--- src/rtl/hazard_ctrl.sv ---
// hazard_ctrl: pipeline hazard controller for the 5-stage CPU.
// Handles load-use bubbles, branches held in ID until resolved in EX,
// ID-stage jumps and mult/div busy stalls. Drives the PC write enable plus
// the IF/ID and ID/EX pipeline-register controls.
// Optional feature macro: HAZARD_PERF_EN adds saturating stall_cnt/flush_cnt.
module hazard_ctrl #(
    parameter int REG_AW       = 5,
    parameter int LOAD_BUBBLES = 1,
    parameter int MD_LAT       = 8,
    parameter int CNT_W        = 16
) (
    input  logic              clk,
    input  logic              reset_n,
    input  logic [REG_AW-1:0] id_rs,
    input  logic [REG_AW-1:0] id_rt,
    input  logic              id_uses_rs,
    input  logic              id_uses_rt,
    input  logic              id_branch,
    input  logic              id_md_read,
    input  logic [1:0]        pc_src,
    input  logic [REG_AW-1:0] ex_rt,
    input  logic              ex_mem_read,
    input  logic              ex_branch_resolved,
    input  logic              md_start,
    output logic              pc_write,
    output logic [1:0]        ifid_ctrl,
    output logic [1:0]        idex_ctrl,
    output logic              md_busy
`ifdef HAZARD_PERF_EN
    ,
    output logic [CNT_W-1:0]  stall_cnt,
    output logic [CNT_W-1:0]  flush_cnt
`endif
);

    // Pipeline-register control encodings shared with the CPU datapath
    localparam logic [1:0] IFID_FLUSH = 2'b00;
    localparam logic [1:0] IFID_WRITE = 2'b01;
    localparam logic [1:0] IFID_HOLD  = 2'b10;
    localparam logic [1:0] IDEX_FLUSH = 2'b00;
    localparam logic [1:0] IDEX_WRITE = 2'b01;

    // Mult/div countdown is wide enough to hold MD_LAT itself
    localparam int              MD_W    = $clog2(MD_LAT + 1);
    localparam logic [MD_W-1:0] MD_LOAD = MD_W'(MD_LAT);
    localparam logic [MD_W-1:0] MD_ONE  = MD_W'(1);

    // Extra stall cycles spent in LOAD_STALL after the first bubble in RUN
    localparam logic [1:0] BCNT_LOAD = 2'(LOAD_BUBBLES - 1);

    // Reject parameter values the counters cannot represent
    generate
        if (LOAD_BUBBLES < 1 || LOAD_BUBBLES > 3) begin : g_bad_load_bubbles
            $error("hazard_ctrl: LOAD_BUBBLES must be 1..3");
        end
        if (MD_LAT < 1 || MD_LAT > 63) begin : g_bad_md_lat
            $error("hazard_ctrl: MD_LAT must be 1..63");
        end
        if (CNT_W < 1) begin : g_bad_cnt_w
            $error("hazard_ctrl: CNT_W must be at least 1");
        end
    endgenerate

    typedef enum logic [1:0] {
        ST_RUN        = 2'd0,
        ST_LOAD_STALL = 2'd1,
        ST_BR_WAIT    = 2'd2
    } state_t;

    state_t          r_state;
    state_t          w_state_next;
    logic [1:0]      r_bcnt;
    logic [1:0]      w_bcnt_next;
    logic [MD_W-1:0] r_md_cnt;

    logic       w_load_use;
    logic       w_md_busy;
    logic       w_pc_write;
    logic [1:0] w_ifid;
    logic [1:0] w_idex;

    // A load in EX feeding a source register the ID instruction actually reads;
    // register 0 is hardwired zero so it never creates a dependency
    assign w_load_use = ex_mem_read && (ex_rt != '0) &&
                        ((id_uses_rs && (ex_rt == id_rs)) ||
                         (id_uses_rt && (ex_rt == id_rt)));

    assign w_md_busy = (r_md_cnt != '0);

    // Mult/div busy countdown; a new md_start restarts it from full latency
    always_ff @(posedge clk or negedge reset_n) begin
        if (!reset_n) begin
            r_md_cnt <= '0;
        end else if (md_start) begin
            r_md_cnt <= MD_LOAD;
        end else if (r_md_cnt != '0) begin
            r_md_cnt <= r_md_cnt - MD_ONE;
        end
    end

    // Next-state and control decode from the registered state and live inputs
    always_comb begin
        w_state_next = r_state;
        w_bcnt_next  = r_bcnt;
        w_pc_write   = 1'b0;
        w_ifid       = IFID_FLUSH;
        w_idex       = IDEX_FLUSH;
        case (r_state)
            ST_RUN: begin
                if (w_load_use) begin
                    // Load result not ready: freeze front end, bubble into EX.
                    // Checked first because a branch/jump operand may be the load.
                    w_pc_write = 1'b0;
                    w_ifid     = IFID_HOLD;
                    w_idex     = IDEX_FLUSH;
                    if (LOAD_BUBBLES > 1) begin
                        w_state_next = ST_LOAD_STALL;
                        w_bcnt_next  = BCNT_LOAD;
                    end
                end else if (id_md_read && w_md_busy) begin
                    // HI/LO read must wait for the mult/div unit
                    w_pc_write = 1'b0;
                    w_ifid     = IFID_HOLD;
                    w_idex     = IDEX_FLUSH;
                end else if (id_branch) begin
                    // Pass the branch to EX, kill the wrong-path fetch, wait
                    w_pc_write   = 1'b0;
                    w_ifid       = IFID_FLUSH;
                    w_idex       = IDEX_WRITE;
                    w_state_next = ST_BR_WAIT;
                end else if (pc_src != 2'b00) begin
                    // Jump resolved in ID: take the redirect, drop the fetched slot
                    w_pc_write = 1'b1;
                    w_ifid     = IFID_FLUSH;
                    w_idex     = IDEX_WRITE;
                end else begin
                    w_pc_write = 1'b1;
                    w_ifid     = IFID_WRITE;
                    w_idex     = IDEX_WRITE;
                end
            end
            ST_LOAD_STALL: begin
                // Remaining load bubbles; all other inputs are ignored here
                w_pc_write  = 1'b0;
                w_ifid      = IFID_HOLD;
                w_idex      = IDEX_FLUSH;
                w_bcnt_next = r_bcnt - 2'd1;
                if (r_bcnt <= 2'd1) begin
                    w_state_next = ST_RUN;
                end
            end
            ST_BR_WAIT: begin
                // Pipeline drained until EX reports the branch outcome
                w_ifid = IFID_FLUSH;
                w_idex = IDEX_FLUSH;
                if (ex_branch_resolved) begin
                    w_pc_write   = 1'b1;
                    w_state_next = ST_RUN;
                end else begin
                    w_pc_write = 1'b0;
                end
            end
            default: begin
                w_state_next = ST_RUN;
                w_bcnt_next  = 2'd0;
            end
        endcase
    end

    // Hazard FSM state and load-bubble counter
    always_ff @(posedge clk or negedge reset_n) begin
        if (!reset_n) begin
            r_state <= ST_RUN;
            r_bcnt  <= 2'd0;
        end else begin
            r_state <= w_state_next;
            r_bcnt  <= w_bcnt_next;
        end
    end

    // Outputs forced to the safe idle pattern the moment reset_n drops
    always_comb begin
        pc_write  = 1'b0;
        ifid_ctrl = IFID_FLUSH;
        idex_ctrl = IDEX_FLUSH;
        md_busy   = 1'b0;
        if (reset_n) begin
            pc_write  = w_pc_write;
            ifid_ctrl = w_ifid;
            idex_ctrl = w_idex;
            md_busy   = w_md_busy;
        end
    end

`ifdef HAZARD_PERF_EN
    logic [CNT_W-1:0] r_stall_cnt;
    logic [CNT_W-1:0] r_flush_cnt;

    // Saturating counts of front-end stall cycles and IF/ID flush cycles
    always_ff @(posedge clk or negedge reset_n) begin
        if (!reset_n) begin
            r_stall_cnt <= '0;
            r_flush_cnt <= '0;
        end else begin
            if (!w_pc_write && (w_ifid == IFID_HOLD) && (r_stall_cnt != '1)) begin
                r_stall_cnt <= r_stall_cnt + CNT_W'(1);
            end
            if ((w_ifid == IFID_FLUSH) && (r_flush_cnt != '1)) begin
                r_flush_cnt <= r_flush_cnt + CNT_W'(1);
            end
        end
    end

    assign stall_cnt = r_stall_cnt;
    assign flush_cnt = r_flush_cnt;
`endif

endmodule

--- config.mk ---
export PLATFORM = sky130hd
export DESIGN_NAME = hazard_ctrl
export DESIGN_NICKNAME = d
export VERILOG_FILES = /design/src/rtl/hazard_ctrl.sv
export SDC_FILE = /design/constraint.sdc
export NUM_CORES = 1
export LEC_CHECK = 0
export ABC_AREA = 1
export CAP_MARGIN = 20
export CORE_MARGIN = 2
export CORE_UTILIZATION = 37
export DETAILED_ROUTE_END_ITERATION = 16
export GPL_TIMING_DRIVEN = 0
export PLACE_DENSITY = 0.88
export SLEW_MARGIN = 5
export SYNTH_ARGS = -nofsm -noshare
export SYNTH_HDL_FRONTEND = slang
export SYNTH_SLANG_ARGS = --single-unit
--- constraint.sdc ---
create_clock -name clk -period 1.7 [get_ports clk]
set_input_delay 0.255 -clock clk [delete_from_list [all_inputs] [get_ports clk]]
set_output_delay 0.255 -clock clk [all_outputs]
set_load 0.01 [all_outputs]
# After elaboration in Yosys (flattened, before gate mapping)
# Index checks and enable logic that the tools add are counted.
# totals
regBits	8
in_bits	26
output_inout_bits	6
wordCells	54
# classes
addsub	2
order_cmp	1
n_eq_ne	9
n_mux	26
n_reduce_logical	13
# ops
op	n
2-bit 2-to-1 mux	9
1-bit 2-to-1 mux	11
5-bit equality test	2
2-bit != test (second input constant)	5
4-bit 2-to-1 mux	2
2-bit case mux with 2 select lines	2
2-bit case mux with 3 select lines	1
1-bit logical AND	5
5-bit AND reduction	1
5-bit nonzero test	1
2-bit nonzero test	2
4-bit nonzero test	1
4-bit by 1-bit subtractor with 4-bit output (second input constant)	1
2-bit by 1-bit equality test with 1-bit output (second input constant)	1
2-bit equality test (second input constant)	1
2-bit by 1-bit less-or-equal comparator with 1-bit output (second input constant)	1
2-bit logical NOT	1
1-bit case mux with 2 select lines	1
2-bit OR reduction	1
2-bit by 1-bit subtractor with 2-bit output (second input constant)	1
1-bit logical OR	1

# Longest topological paths before layout
# Gate-level depths: netlist of the first run.
# depth
depth_word	7
mapped_depth	10
depth_no_buf	10

# Worst setup path after synthesis of the first run
# Ideal clock, no wire load.
# synth_timing
path_type	register to output
from	register r_md_cnt[0]
to	output idex_ctrl[0]
t_arrival_ns	1.305
required_ns	1.445
path_slack_ns	0.140
stages_incl_launch_ff	9
path_buffers	0
cell_sequence	dfrtp_1 inv_1 ha_1 inv_1 nor3_4 inv_2 nand2_2 nand2_2 nor3_1
# synth_via
elab_chain_cells	6
# synth_lines
item	line_no	source
from (decl)	74	logic [MD_W-1:0] r_md_cnt;
from (signal assigned)	97	r_md_cnt <= r_md_cnt - MD_ONE;
4-bit nonzero test	88	assign w_md_busy = (r_md_cnt != '0);
1-bit logical AND	120	end else if (id_md_read && w_md_busy) begin
1-bit 2-to-1 mux	120	
1-bit 2-to-1 mux	110	if (w_load_use) begin
1-bit 2-to-1 mux	108	case (r_state)
2-bit 2-to-1 mux	187	if (reset_n) begin
to (decl)	27	output logic [1:0] idex_ctrl,
# Every way passes these cells.

# Worst setup path in the final report of the first run
# layout_timing
from	register r_md_cnt[1]
to	output pc_write
# layout_via
elab_chain_cells	6
# layout_lines
item	line_no	source
4-bit nonzero test	88	
1-bit logical AND	120	
1-bit 2-to-1 mux	120	
1-bit 2-to-1 mux	110	
1-bit case mux with 2 select lines	108	
1-bit 2-to-1 mux	187	
to (decl)	25	output logic pc_write,
# Every way passes these cells.

==> summary.json, run 1 <==
{
  "timing.critical_path.from_type": "register",
  "holdCritPathClass": "input port to async pin",
  "clock_tree.root_cell": "sky130_fd_sc_hd__clkbuf_4",
  "synth_warnings": 0,
  "number_of_global_route_vias_before_repair": 700,
  "status": "finished, violations left",
  "cp.arrival_ns": 1.56,
  "synth_fa_ha_area_share_pct": 4.46,
  "stdcell_area_um2": 1070,
  "grt_start_max_net_pins": 8,
  "timing.critical_path.fanout_max": 2,
  "clock_transition_at_the_register_clock_pins_on_the_worst_setup_and_hold_paths_after_cts_ns": 0.05,
  "synthMuxAreaShare_pct": 0,
  "clk_latency_ns": 0.26,
  "cts.sinks": 5,
  "route.detailed.drc": 0,
  "cts-buffers-inserted": 3,
  "path_cells": "inv_2 > ha_4 > inv_2 > nor3_4 > inv_2 > nand2_4 > nand3_2 > a21oi_2 > buf_2",
  "timing.max_cap.violations": 0,
  "finalMaxSlewViolations": 0,
  "failed_checks": "negative setup slack",
  "routed_wl_um": 1830,
  "max_stage_delay_ns": 0.39,
  "critical-path-top-cell-by-count": "sky130_fd_sc_hd__inv_2",
  "synth.cell_area_um2": 561,
  "floorplan.initialDensity_pct": 38.6,
  "ios": 32,
  "area_growth_syn_to_layout_pct": 90.4,
  "placed_cell_area_um2": 881,
  "final_net_count": 179,
  "yosys.area_share.xor_xnor_pct": 0,
  "setup.worst_path.class": "register to primary output",
  "viasPerCell": 4.73,
  "floorplan.die.width_um": 42.9,
  "gr-total-overflow": 0,
  "design.core.area_um2": 1450,
  "timing.critical_path.required_ns": 1.44,
  "grt_antenna_before_repair": 0,
  "count_of_flip_flops_with_a_built_in_enable_after_synthesis": 0,
  "post_synth_simple_gate_area_pct": 48.7,
  "synth_top_flop_cell": "sky130_fd_sc_hd__dfrtp_1",
  "netlist-cell-type-count": 19,
  "antenna_diode_count": 0,
  "p_leak_nw": 0.681,
  "synthesized_area_fraction_occupied_by_ao_oa_aoi_and_oai_cells_pct": 7.14,
  "grtUsageTotal_pct": 19.2,
  "grt_setup_unrepaired": "yes",
  "postSynth.asyncResetShare_pct": 100,
  "port-buffer-count": 30,
  "mean_instance_size_in_the_synthesized_netlist_um2": 5.50,
  "first_iter_violations": 22,
  "routed_wire_length_per_instance_um": 11.0,
  "achievable-frequency_mhz": 552,
  "clockBufferDepth": 2,
  "synth_fp_nets": 130,
  "fp.dieArea_um2": 1840,
  "nFillCells": 98,
  "h-tree-depth": 1,
  "gp_congestion": 0.799,
  "syn_inst": 102,
  "drtAntennaViolNets": 0,
  "p_per_area_nw_per_um2": 944,
  "standard_cell_rows": 14,
  "post-synth-top-area-fraction_pct": 22.3,
  "synth.yosys.seq_area_share_pct": 22.3,
  "endpoint_kind": "primary output",
  "grt_pass1_wl_um": 2710,
  "yosysTopAreaCell": "sky130_fd_sc_hd__dfrtp_1",
  "main_combinational_cell_family_by_area_after_synthesis": "simple AND/OR/NAND/NOR gates",
  "vias": 786,
  "hold_violations": 0,
  "finalSetupViolCount": 4,
  "drt_pre_antenna_iters": 4,
  "place_hpwl_um": 1180,
  "die_h_um": 42.9,
  "synth_top_cells_by_area": "sky130_fd_sc_hd__dfrtp_1 (22%), sky130_fd_sc_hd__nand2_1 (21%), sky130_fd_sc_hd__inv_1 (13%), sky130_fd_sc_hd__nor2_1 (11%), sky130_fd_sc_hd__ha_1 (4.5%)",
  "setup_ws_ns": -0.112,
  "cell_with_the_biggest_individual_delay_on_the_critical_path": "sky130_fd_sc_hd__dfrtp_1",
  "period_share_pct": 107,
  "finalClockSkew_ns": 0.00551,
  "drive_above_1_share_pct": 32.7,
  "finish.utilization_pct": 73.4,
  "ys_ff_latch": 5,
  "clock_tree_from_tritoncts": "yes",
  "vdd_drop_max_v": 0.000591,
  "finalCriticalPeriod_ns": 1.81
}
## placed cells by master, fill, tap and decap left out, types with 2 or more instances in the layout
cell type / n
sky130_fd_sc_hd__nand2_1: 32
sky130_fd_sc_hd__buf_4: 15
sky130_fd_sc_hd__inv_1: 14
sky130_fd_sc_hd__nor2_1: 12
sky130_fd_sc_hd__dlymetal6s2s_1: 12
sky130_fd_sc_hd__inv_2: 9
sky130_fd_sc_hd__clkdlybuf4s50_1: 8
sky130_fd_sc_hd__nor2_2: 6
sky130_fd_sc_hd__buf_2: 5
sky130_fd_sc_hd__dfrtp_1: 5
sky130_fd_sc_hd__dlygate4sd2_1: 4
sky130_fd_sc_hd__nand3_1: 3
sky130_fd_sc_hd__clkbuf_4: 3
sky130_fd_sc_hd__nand2_2: 2
sky130_fd_sc_hd__nand2_4: 2
sky130_fd_sc_hd__nor3_1: 2
sky130_fd_sc_hd__a21oi_1: 2
## timing repair
item / CTS / global route
gates resized for setup: 34 / 23
endpoints found under the setup margin: 5 / 7
hold buffers: 0 / 0
setup buffers: 11 / 4
pin swaps: 7 / 21
## final timing paths
| check | start | to | slack, ns | cells past startpoint |
|---|---|---|---|---|
| worst max-delay path | r_md_cnt[1] | pc_write | -0.11 | 9 |
| worst max register to register | r_md_cnt[1] | r_md_cnt[1] | 0.04 | 10 |
| min in group clk | r_md_cnt[3] | r_md_cnt[3] | 0.56 | 1 |
| max in group asynchronous | reset_n | r_md_cnt[0] | 1.22 | 1 |
| worst min register to register | r_md_cnt[3] | r_md_cnt[3] | 0.56 | 1 |
| worst min-delay path | reset_n | r_state[1] | 0.25 | 1 |
## sequential cells by signal (all words and copies together), names as in the netlist
name / count
r_md_cnt: 4
r_state: 1
## power breakdown
group          internal (mW)  switching [mW]  total (mW)
Clock                 0.0861          0.0653       0.151
Sequential             0.171          0.0630       0.234
Combinational          0.333           0.289       0.622
Total                  0.590           0.417        1.01
## per-layer routing
metal / wire length (µm) / global-route usage (%) / part of all wire [%] / vias up
li1: - / - / - / 401
met1: 777 / 22.0 / 42 / 355
met2: 937 / 36.1 / 51 / 25
met3: 85 / 1.28 / 4.6 / 5
met4: 32 / 7.50 / 1.7 / 0
met5: 0 / 0 / 0 / -
## cell families after synthesis
| group | after synthesis |
|---|---|
| flops | 5 |
| simple gates | 63 |
| buf+inv | 24 |
| compound gates | 7 |
| other cells | 1 |
| fa+ha+maj | 2 |
## critical path: cells and delay by family, from the launching register on
kind	cells	cell delay [ns]
compound gates	1	0.13
fa+ha+maj	1	0.14
buf+inv	4	0.34
flops	1	0.39
simple gates	3	0.30
## synth_stat cells, types with 2 or more instances
| cell type | count |
|---|---|
| sky130_fd_sc_hd__a21oi_1 | 3 |
| sky130_fd_sc_hd__dfrtp_1 | 5 |
| sky130_fd_sc_hd__ha_1 | 2 |
| sky130_fd_sc_hd__inv_1 | 19 |
| sky130_fd_sc_hd__inv_2 | 4 |
| sky130_fd_sc_hd__nand2_1 | 32 |
| sky130_fd_sc_hd__nand2_2 | 4 |
| sky130_fd_sc_hd__nand3_1 | 4 |
| sky130_fd_sc_hd__nor2_1 | 17 |
| sky130_fd_sc_hd__nor3_1 | 3 |
## layout make-up
type	count	area (µm²)	share of cell area, %
buffer	1	7.51	0.703
clock buffer	3	22.5	2.11
sequential	5	125	11.7
clock inverter	1	5.00	0.469
timing repair buffer	44	405	38.0
inverter	23	86.3	8.09
multi-input combinational	73	395	37.0
tap	16	20.0	1.88
## stage by stage
step           hold WS, ns  setup slack, ns  total power [mW]  instances  setup TNS, ns
2_1_floorplan      -0.0406            0.140             0.460        102              0
3_3_place_gp         0.515           -0.542             0.595        148          -2.22
3_5_place_dp         0.527           -0.590             0.615        148          -2.33
4_1_cts              0.253           -0.142             0.910        163         -0.517
5_1_grt              0.270           -0.193              1.07        166         -0.671
6_report             0.249           -0.112              1.01        166         -0.321
Power figures use the tool's default switching activity.
==> inputs of run 2 (changes only) <==
--- a/config.mk
+++ b/config.mk
@@ -10,6 +10,7 @@
 export CORE_MARGIN = 2
 export CORE_UTILIZATION = 37
 export DETAILED_ROUTE_END_ITERATION = 16
+export GPL_ROUTABILITY_DRIVEN = 0
 export GPL_TIMING_DRIVEN = 0
 export PLACE_DENSITY = 0.88
 export SLEW_MARGIN = 5
==> results of run 2 <==
The final DEF is identical to that of run 1; final timing and power are the same.
